### config.mk
export PLATFORM = sky130hd
export DESIGN_NAME = mem_access_unit
export DESIGN_NICKNAME = d
export VERILOG_FILES = /design/src/rtl/mem_access_unit.sv
export SDC_FILE = /design/constraint.sdc
export NUM_CORES = 1
export LEC_CHECK = 0
export ABC_AREA = 1
export CORE_UTILIZATION = 25
export CTS_BUF_LIST = sky130_fd_sc_hd__clkbuf_4 sky130_fd_sc_hd__clkbuf_8 sky130_fd_sc_hd__clkbuf_16
export DETAILED_ROUTE_END_ITERATION = 10
export MAX_ROUTING_LAYER = met4
export SYNTH_ARGS = -nofsm -noshare
export SYNTH_HDL_FRONTEND = slang
export SYNTH_SLANG_ARGS = --single-unit
### constraint.sdc
create_clock -name clk -period 3.5 [get_ports clk]
set_input_delay 0.525 -clock clk [delete_from_list [all_inputs] [get_ports clk]]
set_output_delay 0.525 -clock clk [all_outputs]
set_load 0.01 [all_outputs]
### src/rtl/mem_access_unit.sv
`default_nettype none
// ============================================================================
//  Module      : mem_access_unit
//  Description : CPU load/store front end for a word-wide RAM. Handles byte,
//                halfword, word (and doubleword on 64-bit builds) accesses at
//                any byte alignment. Accesses that straddle a word boundary
//                are split into two RAM beats. Load data is extracted and
//                sign/zero-extended; store data and byte enables are shifted
//                into the correct lanes.
//  Revision    : 1.0 - initial release
// ============================================================================
module mem_access_unit #(
    parameter int DATA_WIDTH = 32,
    parameter int ADDR_WIDTH = 32
) (
    input  logic                    clk,
    input  logic                    rst_n,
    input  logic                    cpu_valid,
    output logic                    cpu_ready,
    input  logic [ADDR_WIDTH-1:0]   cpu_addr,
    input  logic [DATA_WIDTH-1:0]   cpu_wdata,
    input  logic [1:0]              cpu_size,
    input  logic                    cpu_store,
    input  logic                    cpu_unsigned,
    output logic                    cpu_rvalid,
    output logic [DATA_WIDTH-1:0]   cpu_rdata,
    output logic                    cpu_err,
    output logic                    ram_valid,
    input  logic                    ram_ready,
    output logic [ADDR_WIDTH-1:0]   ram_addr,
    output logic                    ram_we,
    output logic [DATA_WIDTH/8-1:0] ram_be,
    output logic [DATA_WIDTH-1:0]   ram_wdata,
    input  logic                    ram_rvalid,
    input  logic [DATA_WIDTH-1:0]   ram_rdata
);

    localparam int         NB     = DATA_WIDTH / 8;
    localparam int         LOG2NB = $clog2(NB);
    localparam logic [4:0] NB5    = 5'(NB);

    typedef enum logic [2:0] {
        IDLE = 3'd0,
        REQ0 = 3'd1,
        RSP0 = 3'd2,
        REQ1 = 3'd3,
        RSP1 = 3'd4,
        DONE = 3'd5
    } state_t;

    state_t                  state_q,    state_d;
    logic [ADDR_WIDTH-1:0]   addr_q,     addr_d;
    logic [DATA_WIDTH-1:0]   wdata_q,    wdata_d;
    logic [1:0]              size_q,     size_d;
    logic                    store_q,    store_d;
    logic                    unsigned_q, unsigned_d;
    logic                    err_q,      err_d;
    logic [DATA_WIDTH-1:0]   rdata0_q,   rdata0_d;
    logic [DATA_WIDTH-1:0]   rdata1_q,   rdata1_d;

    logic [LOG2NB-1:0]       off;
    logic [ADDR_WIDTH-1:0]   word0_addr;
    logic [ADDR_WIDTH-1:0]   word1_addr;
    logic [4:0]              nbytes;
    logic [4:0]              span;
    logic                    two_beat;
    logic [NB-1:0]           bmask;
    logic [DATA_WIDTH-1:0]   wsel;
    logic [2*DATA_WIDTH-1:0] lanes;
    logic [2*NB-1:0]         be2;
    logic [2*DATA_WIDTH-1:0] cat;
    logic [DATA_WIDTH-1:0]   ext;
    logic                    signbit;
    logic                    fill;
    int                      nbits;
    logic [DATA_WIDTH-1:0]   loaded;
    logic [4:0]              acc_bytes;
    logic                    accept;

    assign off        = addr_q[LOG2NB-1:0];
    assign word0_addr = {addr_q[ADDR_WIDTH-1:LOG2NB], {LOG2NB{1'b0}}};
    // Natural ADDR_WIDTH overflow gives the wrap at the top of the address space.
    assign word1_addr = word0_addr + ADDR_WIDTH'(NB);

    // Lane steering for stores and byte extraction/extension for loads.
    always_comb begin
        nbytes   = 5'd1 << size_q;
        span     = {{(5-LOG2NB){1'b0}}, off} + nbytes;
        two_beat = (span > NB5);
        for (int k = 0; k < NB; k++) begin
            bmask[k]        = (5'(k) < nbytes);
            wsel[8*k +: 8]  = bmask[k] ? wdata_q[8*k +: 8] : 8'h00;
        end
        lanes = {{DATA_WIDTH{1'b0}}, wsel} << {off, 3'b000};
        be2   = {{NB{1'b0}}, bmask} << off;
        cat   = {rdata1_q, rdata0_q};
        for (int k = 0; k < NB; k++) begin
            ext[8*k +: 8] = cat[8*(int'(off) + k) +: 8];
        end
        case (size_q)
            2'd0:    signbit = ext[7];
            2'd1:    signbit = ext[15];
            2'd2:    signbit = ext[31];
            default: signbit = ext[DATA_WIDTH-1];
        endcase
        fill  = signbit & ~unsigned_q;
        nbits = 8 << size_q;
        for (int i = 0; i < DATA_WIDTH; i++) begin
            loaded[i] = (i < nbits) ? ext[i] : fill;
        end
    end

    // Next-state, request latching, beat data capture and output decode.
    always_comb begin
        state_d    = state_q;
        addr_d     = addr_q;
        wdata_d    = wdata_q;
        size_d     = size_q;
        store_d    = store_q;
        unsigned_d = unsigned_q;
        err_d      = err_q;
        rdata0_d   = rdata0_q;
        rdata1_d   = rdata1_q;

        // Gated by rst_n so cpu_ready is low for the whole reset period.
        cpu_ready  = rst_n && (state_q == IDLE);
        accept     = cpu_valid && cpu_ready;
        acc_bytes  = 5'd1 << cpu_size;

        cpu_rvalid = 1'b0;
        cpu_rdata  = '0;
        cpu_err    = 1'b0;
        ram_valid  = 1'b0;
        ram_addr   = '0;
        ram_we     = 1'b0;
        ram_be     = '0;
        ram_wdata  = '0;

        case (state_q)
            IDLE: begin
                if (accept) begin
                    addr_d     = cpu_addr;
                    wdata_d    = cpu_wdata;
                    size_d     = cpu_size;
                    store_d    = cpu_store;
                    unsigned_d = cpu_unsigned;
                    rdata0_d   = '0;
                    rdata1_d   = '0;
                    // Wider than the bus cannot be served: report an error
                    // without touching the RAM.
                    err_d      = (acc_bytes > NB5);
                    state_d    = (acc_bytes > NB5) ? DONE : REQ0;
                end
            end
            REQ0: begin
                ram_valid = 1'b1;
                ram_addr  = word0_addr;
                ram_we    = store_q;
                ram_be    = be2[NB-1:0];
                ram_wdata = store_q ? lanes[DATA_WIDTH-1:0] : '0;
                if (ram_ready) begin
                    if (!store_q)      state_d = RSP0;
                    else if (two_beat) state_d = REQ1;
                    else               state_d = DONE;
                end
            end
            RSP0: begin
                if (ram_rvalid) begin
                    rdata0_d = ram_rdata;
                    state_d  = two_beat ? REQ1 : DONE;
                end
            end
            REQ1: begin
                ram_valid = 1'b1;
                ram_addr  = word1_addr;
                ram_we    = store_q;
                ram_be    = be2[2*NB-1:NB];
                ram_wdata = store_q ? lanes[2*DATA_WIDTH-1:DATA_WIDTH] : '0;
                if (ram_ready) begin
                    state_d = store_q ? DONE : RSP1;
                end
            end
            RSP1: begin
                if (ram_rvalid) begin
                    rdata1_d = ram_rdata;
                    state_d  = DONE;
                end
            end
            DONE: begin
                cpu_rvalid = 1'b1;
                cpu_err    = err_q;
                cpu_rdata  = (err_q || store_q) ? '0 : loaded;
                state_d    = IDLE;
            end
            default: state_d = IDLE;
        endcase
    end

    // State and request registers; reset abandons any transaction in flight.
    always_ff @(posedge clk or negedge rst_n) begin
        if (!rst_n) begin
            state_q    <= IDLE;
            addr_q     <= '0;
            wdata_q    <= '0;
            size_q     <= '0;
            store_q    <= 1'b0;
            unsigned_q <= 1'b0;
            err_q      <= 1'b0;
            rdata0_q   <= '0;
            rdata1_q   <= '0;
        end else begin
            state_q    <= state_d;
            addr_q     <= addr_d;
            wdata_q    <= wdata_d;
            size_q     <= size_d;
            store_q    <= store_d;
            unsigned_q <= unsigned_d;
            err_q      <= err_d;
            rdata0_q   <= rdata0_d;
            rdata1_q   <= rdata1_d;
        end
    end

endmodule
`default_nettype wire

==> results of run 1 <==
## cell families after synthesis
logic type | after synthesis | synth area share, %
buffers and inverters | 217 | 10.58
AOI/OAI and AO/OA | 291 | 19.76
and+or+nand+nor | 537 | 28.06
DFF | 128 | 39.42
muxes | 9 | 1.247
other | 1 | 0.04615
xor gates and xnor gates | 4 | 0.4311
adders and majority gates | 3 | 0.4620
## final timing paths
path	start	cells after the start	slack (ns)	endpoint
max in group asynchronous	rst_n	3	1.80	addr_q[0]
max	state_q[1]	7	0.16	ram_wdata[22]
min	wdata_q[23]	1	0.51	wdata_q[23]
max reg2reg	state_q[1]	6	1.17	wdata_q[22]
min reg2reg	wdata_q[23]	1	0.51	wdata_q[23]
min in group asynchronous	rst_n	2	0.54	rdata0_q[8]
## timing repair
action	4_1_cts	5_1_grt
pin swaps	0	1
resized for setup	1	9
setup endpoints to repair	8	28
buffers inserted	0	7
hold endpoints to repair	27	0
hold buffers	1	0
## routing by layer
metal	global-route usage (%)	part of all wire, %	routed length [um]
met5	-	0	0
met2	29.53	45	14190
met4	5.378	1.4	430
met3	4.410	7.3	2300
met1	25.84	46	14560
## synth_stat cells, types with 4 or more instances
master / n / area share [%]
nand4_1: 34 / 2.6
o21ai_0: 202 / 12
a21oi_1: 19 / 1.2
nor2_1: 90 / 4.2
dfrtp_1: 128 / 39
o211ai_1: 10 / 0.92
a31oi_1: 15 / 1.2
clkbuf_1: 37 / 1.7
inv_1: 136 / 6.3
nand2_1: 301 / 14
xor2_1: 4 / 0.43
o22ai_1: 21 / 1.6
buf_2: 27 / 1.7
buf_1: 8 / 0.37
nand3_1: 87 / 5.4
o221ai_1: 14 / 1.5
mux2_2: 9 / 1.2
inv_2: 4 / 0.18
nor3_1: 13 / 0.80
## area by class of cell
class / count / area (um2) / area share (%)
sequential: 128 / 3204 / 28.26
inverter: 142 / 544.3 / 4.800
tap: 435 / 544.3 / 4.800
multi-input combinational: 846 / 4095 / 36.12
clock buffer: 17 / 425.4 / 3.752
timing repair buffer: 242 / 2355 / 20.77
clock inverter: 15 / 160.2 / 1.412
antenna: 4 / 10.01 / 0.08828
## registers in the layout, summed over array words and instances (netlist names)
register,cells
addr_q,32
err_q,1
rdata0_q,32
rdata1_q,24
size_q,2
state_q,3
store_q,1
unsigned_q,1
wdata_q,32
## power breakdown
part,total [mW],switching (mW),internal [mW]
clock network,1.78,0.823,0.958
registers,2.68,0.517,2.16
logic,5.02,3.22,1.80
total,9.48,4.56,4.92
==> impl_metrics.env, run 1 <==
export IMPL_cp_end_kind="output pin"
export IMPL_num_nets_final=1485
export IMPL_drt_pre_antenna_iters=7
export IMPL_final_min_clock_period_ns=3.341
export IMPL_setup_ws_ns=0.1586
export IMPL_crit_family="buffers and inverters"
export IMPL_initialDrtViolationCount=836
export IMPL_routed_wl_mm=31.49
export IMPL_ys_ff_latch=128
export IMPL_yosys_warnings=0
export IMPL_worstSetupPathType="reg2out"
export IMPL_power_density_mw_per_mm2=835.7
export IMPL_grt_usage_pct=19.44
export IMPL_crit_arrival_ns=2.82
export IMPL_grt_max_degree=130
export IMPL_clk_latency_ns=0.43
export IMPL_status="complete, no violations"
export IMPL_synthArstFlopShare_pct=100.0
export IMPL_via_per_inst=4.897
export IMPL_pre_cts_slack_ns=0.3880
export IMPL_slew_headroom_pct=45.94
export IMPL_report_final_slew_viol_count=0
export IMPL_rsz0062_at_grt="true"
export IMPL_cap_violations=0
export IMPL_detail_route_antenna_nets=0
export IMPL_route_detailed_drc=0
export IMPL_path_max_fanout=18
export IMPL_ios=210
export IMPL_core_area_mm2=0.03180
export IMPL_final_common_cell="nand2_1"
export IMPL_grt_pass1_wl_mm=48.66
export IMPL_rows=65
export IMPL_p_total_mw=9.475
export IMPL_critPathMaxStageDelay_ns=0.61
export IMPL_wire_per_inst_um=17.22
export IMPL_via_count=8957
export IMPL_cts_root_buf="clkbuf_16"
export IMPL_tritoncts="yes"
export IMPL_place_congestion=0.9026
export IMPL_hold_ws_ns=0.5095
export IMPL_worst_pin_slew_ns=0.8109
export IMPL_placedInstanceArea_mm2=0.01065
export IMPL_synth_ff_type="dfrtp_1"
export IMPL_yosysSeqAreaShare_pct=39.42
export IMPL_grt_pass1_vias=8652
export IMPL_setup_viol=0
export IMPL_netlist_area_mm2=0.008125
export IMPL_finalNonFillerCells=1829
export IMPL_hold_viol=0
export IMPL_min_period_over_period_pct=95.47
export IMPL_clkTransAtPathRegs_ns=0.07
export IMPL_cts_buffer_depth=2
export IMPL_ctsHtreeMaxLevel=4
export IMPL_syn_inst=1190
export IMPL_worstPathCellList="inv_2 > nand3_1 > nor2_1 > nand2_1 > buf_4 > o221ai_1 > clkdlybuf4s50_1"
export IMPL_placed_cells=1785
export IMPL_hpwl_mm=22.64
export IMPL_p_leak_nw=4.673
export IMPL_io_buffers=207
export IMPL_die_w_um=182.3
export IMPL_clock_sinks=128
export IMPL_cp_start_kind="flip-flop"
export IMPL_ys_types=38
export IMPL_final_cell_mix="nand2_1, clkdlybuf4s50_1, o21ai_0, inv_1, dfrtp_1"
export IMPL_critPathRequiredTime_ns=2.97
export IMPL_clock_fmax_ghz=0.2993
export IMPL_die_area_mm2=0.03323
export IMPL_avgSynthCellArea_um2=6.828
export IMPL_die_height_um=182.3
export IMPL_max_vdd_ir_drop_mv=0.4283
export IMPL_final_layout_size_suffix_gt1_share_pct=6.978
export IMPL_final_setup_tns_ns=0
export IMPL_initial_core_util_pct=25.55
export IMPL_antenna_found_initial=4
export IMPL_synth_edf_count=0
export IMPL_hold_class="reg2reg"
export IMPL_crit_slowest_cell="clkdlybuf4s50_1"
export IMPL_crit_buf_inv=3
export IMPL_fin_skew_ns=0.01776
export IMPL_fillers=3359
export IMPL_fin_area_mm2=0.01134
export IMPL_fin_util_pct=35.66
export IMPL_numCtsBuffers=17
export IMPL_overflow=0
export IMPL_area_delta_synth_final_pct=39.54
No activity file was read; power rests on OpenSTA's default activity.
==> run 2: changes to the inputs <==
PLACE_DENSITY = 0.47   (was not set)
==> run 2 against run 1 <==
  * First-iteration DRC count is 29% lower
  * Worst setup slack worse by 0.037 ns
  * Combinational power hardly changed
  * Critical path type unchanged
  * Hold slack worse by 0.38 ns
  * Non-clock buffer count is 1 lower
  * Final area is 0.40% lower
  * Sequential power hardly changed
  * Global-route usage is 1.1 points higher
==> impl_metrics.env, run 2 (same netlist as run 1, synthesis figures left out) <==
export IMPL_status="complete, no violations"
export IMPL_post_cts_setup_buffers=0
export IMPL_routed_wl_mm=32.70
export IMPL_setup_viol=0
export IMPL_hold_ws_ns=0.1335
export IMPL_via_count=8775
export IMPL_worstSetupPathType="reg2out"
export IMPL_fin_skew_ns=0.01203
export IMPL_hold_buffers=0
export IMPL_overflow=0
export IMPL_initial_core_util_pct=25.55
export IMPL_worstPathCellList="inv_2 > nand3_1 > buf_4 > inv_1 > o21ai_0 > o22ai_1 > clkdlybuf4s50_1"
export IMPL_die_w_um=182.3
export IMPL_p_total_mw=9.466
export IMPL_ios=210
export IMPL_drt_pre_antenna_iters=5
export IMPL_ctsHtreeMaxLevel=4
export IMPL_hold_class="in2async"
export IMPL_r2r_end="rdata0_q[14]"
export IMPL_critPathMaxStageDelay_ns=0.63
export IMPL_final_cell_mix="nand2_1, clkdlybuf4s50_1, o21ai_0, inv_1, dfrtp_1"
export IMPL_clk_latency_ns=0.43
export IMPL_slew_headroom_pct=41.64
export IMPL_rows=65
export IMPL_max_vdd_ir_drop_mv=0.4545
export IMPL_place_congestion=0.8669
export IMPL_clock_sinks=128
export IMPL_top_regs="addr_q (32), rdata0_q (32), wdata_q (32)"
export IMPL_numCtsBuffers=17
export IMPL_area_delta_synth_final_pct=38.99
export IMPL_antenna_found_initial=3
export IMPL_route_detailed_drc=0
export IMPL_die_height_um=182.3
export IMPL_crit_arrival_ns=2.85
export IMPL_hpwl_mm=23.62
export IMPL_report_final_slew_viol_count=0
export IMPL_grt_max_degree=130
export IMPL_num_nets_final=1484
export IMPL_io_buffers=207
export IMPL_core_area_mm2=0.03180
export IMPL_final_min_clock_period_ns=3.378
export IMPL_path_max_fanout=21
export IMPL_via_per_inst=4.803
export IMPL_crit_buf_inv=4
export IMPL_pre_cts_slack_ns=0.5383
export IMPL_initialDrtViolationCount=597
export IMPL_clkTransAtPathRegs_ns=0.07
export IMPL_crit_family="buffers and inverters"
export IMPL_hold_viol=0
export IMPL_min_period_over_period_pct=96.52
export IMPL_final_common_cell="nand2_1"
export IMPL_p_leak_nw=4.672
export IMPL_critPathRequiredTime_ns=2.97
export IMPL_detail_route_antenna_nets=0
export IMPL_rr_worst_depth=9
export IMPL_grt_pass1_wl_mm=51.18
export IMPL_fin_util_pct=35.51
export IMPL_cts_root_buf="clkbuf_16"
export IMPL_cts_buffer_depth=2
export IMPL_die_area_mm2=0.03323
export IMPL_reg2reg_slack_ns=1.11
export IMPL_worst_pin_slew_ns=0.8755
export IMPL_grt_pass1_vias=8820
export IMPL_r2r_start="state_q[2]"
export IMPL_rsz0062_at_grt="true"
export IMPL_cap_violations=0
export IMPL_grt_usage_pct=20.59
export IMPL_wire_per_inst_um=17.90
export IMPL_final_layout_size_suffix_gt1_share_pct=7.199
export IMPL_clock_fmax_ghz=0.2960
export IMPL_setup_ws_ns=0.1219
export IMPL_cp_start_kind="flip-flop"
export IMPL_tritoncts="yes"
export IMPL_power_density_mw_per_mm2=838.2
export IMPL_crit_slowest_cell="clkdlybuf4s50_1"
export IMPL_cp_end_kind="output pin"
run 2: worst reg2reg max path, delay by kind of cell, from the launching register on:
kind | cells | cell delay (ns)
compound gates | 1 | 0.10
buf+inv | 3 | 0.96
flops | 1 | 0.36
simple gates | 5 | 0.89
run 2: area by class of cell:
cell class,count,area (um2)
Timing Repair Buffer,241,2337
Fill cell,3420,20510
Clock inverter,14,132.6
Antenna cell,3,7.507
Inverter,142,533.0
Multi-Input combinational cell,846,4100
Clock buffer,18,432.9
Tap cell,435,544.3
Sequential cell,128,3206
run 2: worst max path at each step:
stage                     startpoint            end  slack [ns]  depth (start not counted)
after detailed placement   addr_q[0]  cpu_rdata[31]        0.54                         10
after global placement     addr_q[1]  cpu_rdata[31]        0.54                          9
after CTS                  addr_q[0]  cpu_rdata[31]        0.07                         10
final                     state_q[1]      ram_be[1]        0.12                          7
after global routing       addr_q[0]  cpu_rdata[10]       -0.05                         10
after floorplan            addr_q[0]  cpu_rdata[21]        1.44                         11
run 2: through the flow:
| stage | cell area, um2 | TNS, ns | std cells |
|---|---|---|---|
| finish | 11290 | 0 | 1827 |
| global route | 11290 | -0.1692 | 1827 |
| CTS | 11260 | 0 | 1824 |
| detailed placement | 10690 | 0 | 1792 |
| global placement | 10690 | 0 | 1792 |
| floorplan | 8129 | 0 | 1191 |
run 2: repair_timing:
item,in CTS,in global routing
endpoints found under the setup margin,0,14
resized for setup,0,10
endpoints found under the hold margin,0,0
run 2: power breakdown:
group	total [mW]	leakage, nW	internal (mW)	switching (mW)
Sequential	2.66	1.64	2.16	0.499
Combinational	5.05	2.76	1.81	3.25
Clock	1.75	0.271	0.994	0.756
Total	9.47	4.67	4.96	4.50
run 2: layer usage:
metal	up-vias	share of wire [%]	global-route usage [%]
met5	-	0	-
met4	0	1.1	4.840
met3	30	5.3	3.931
met2	261	44	31.25
met1	4151	49	28.15
li1	4333	-	-
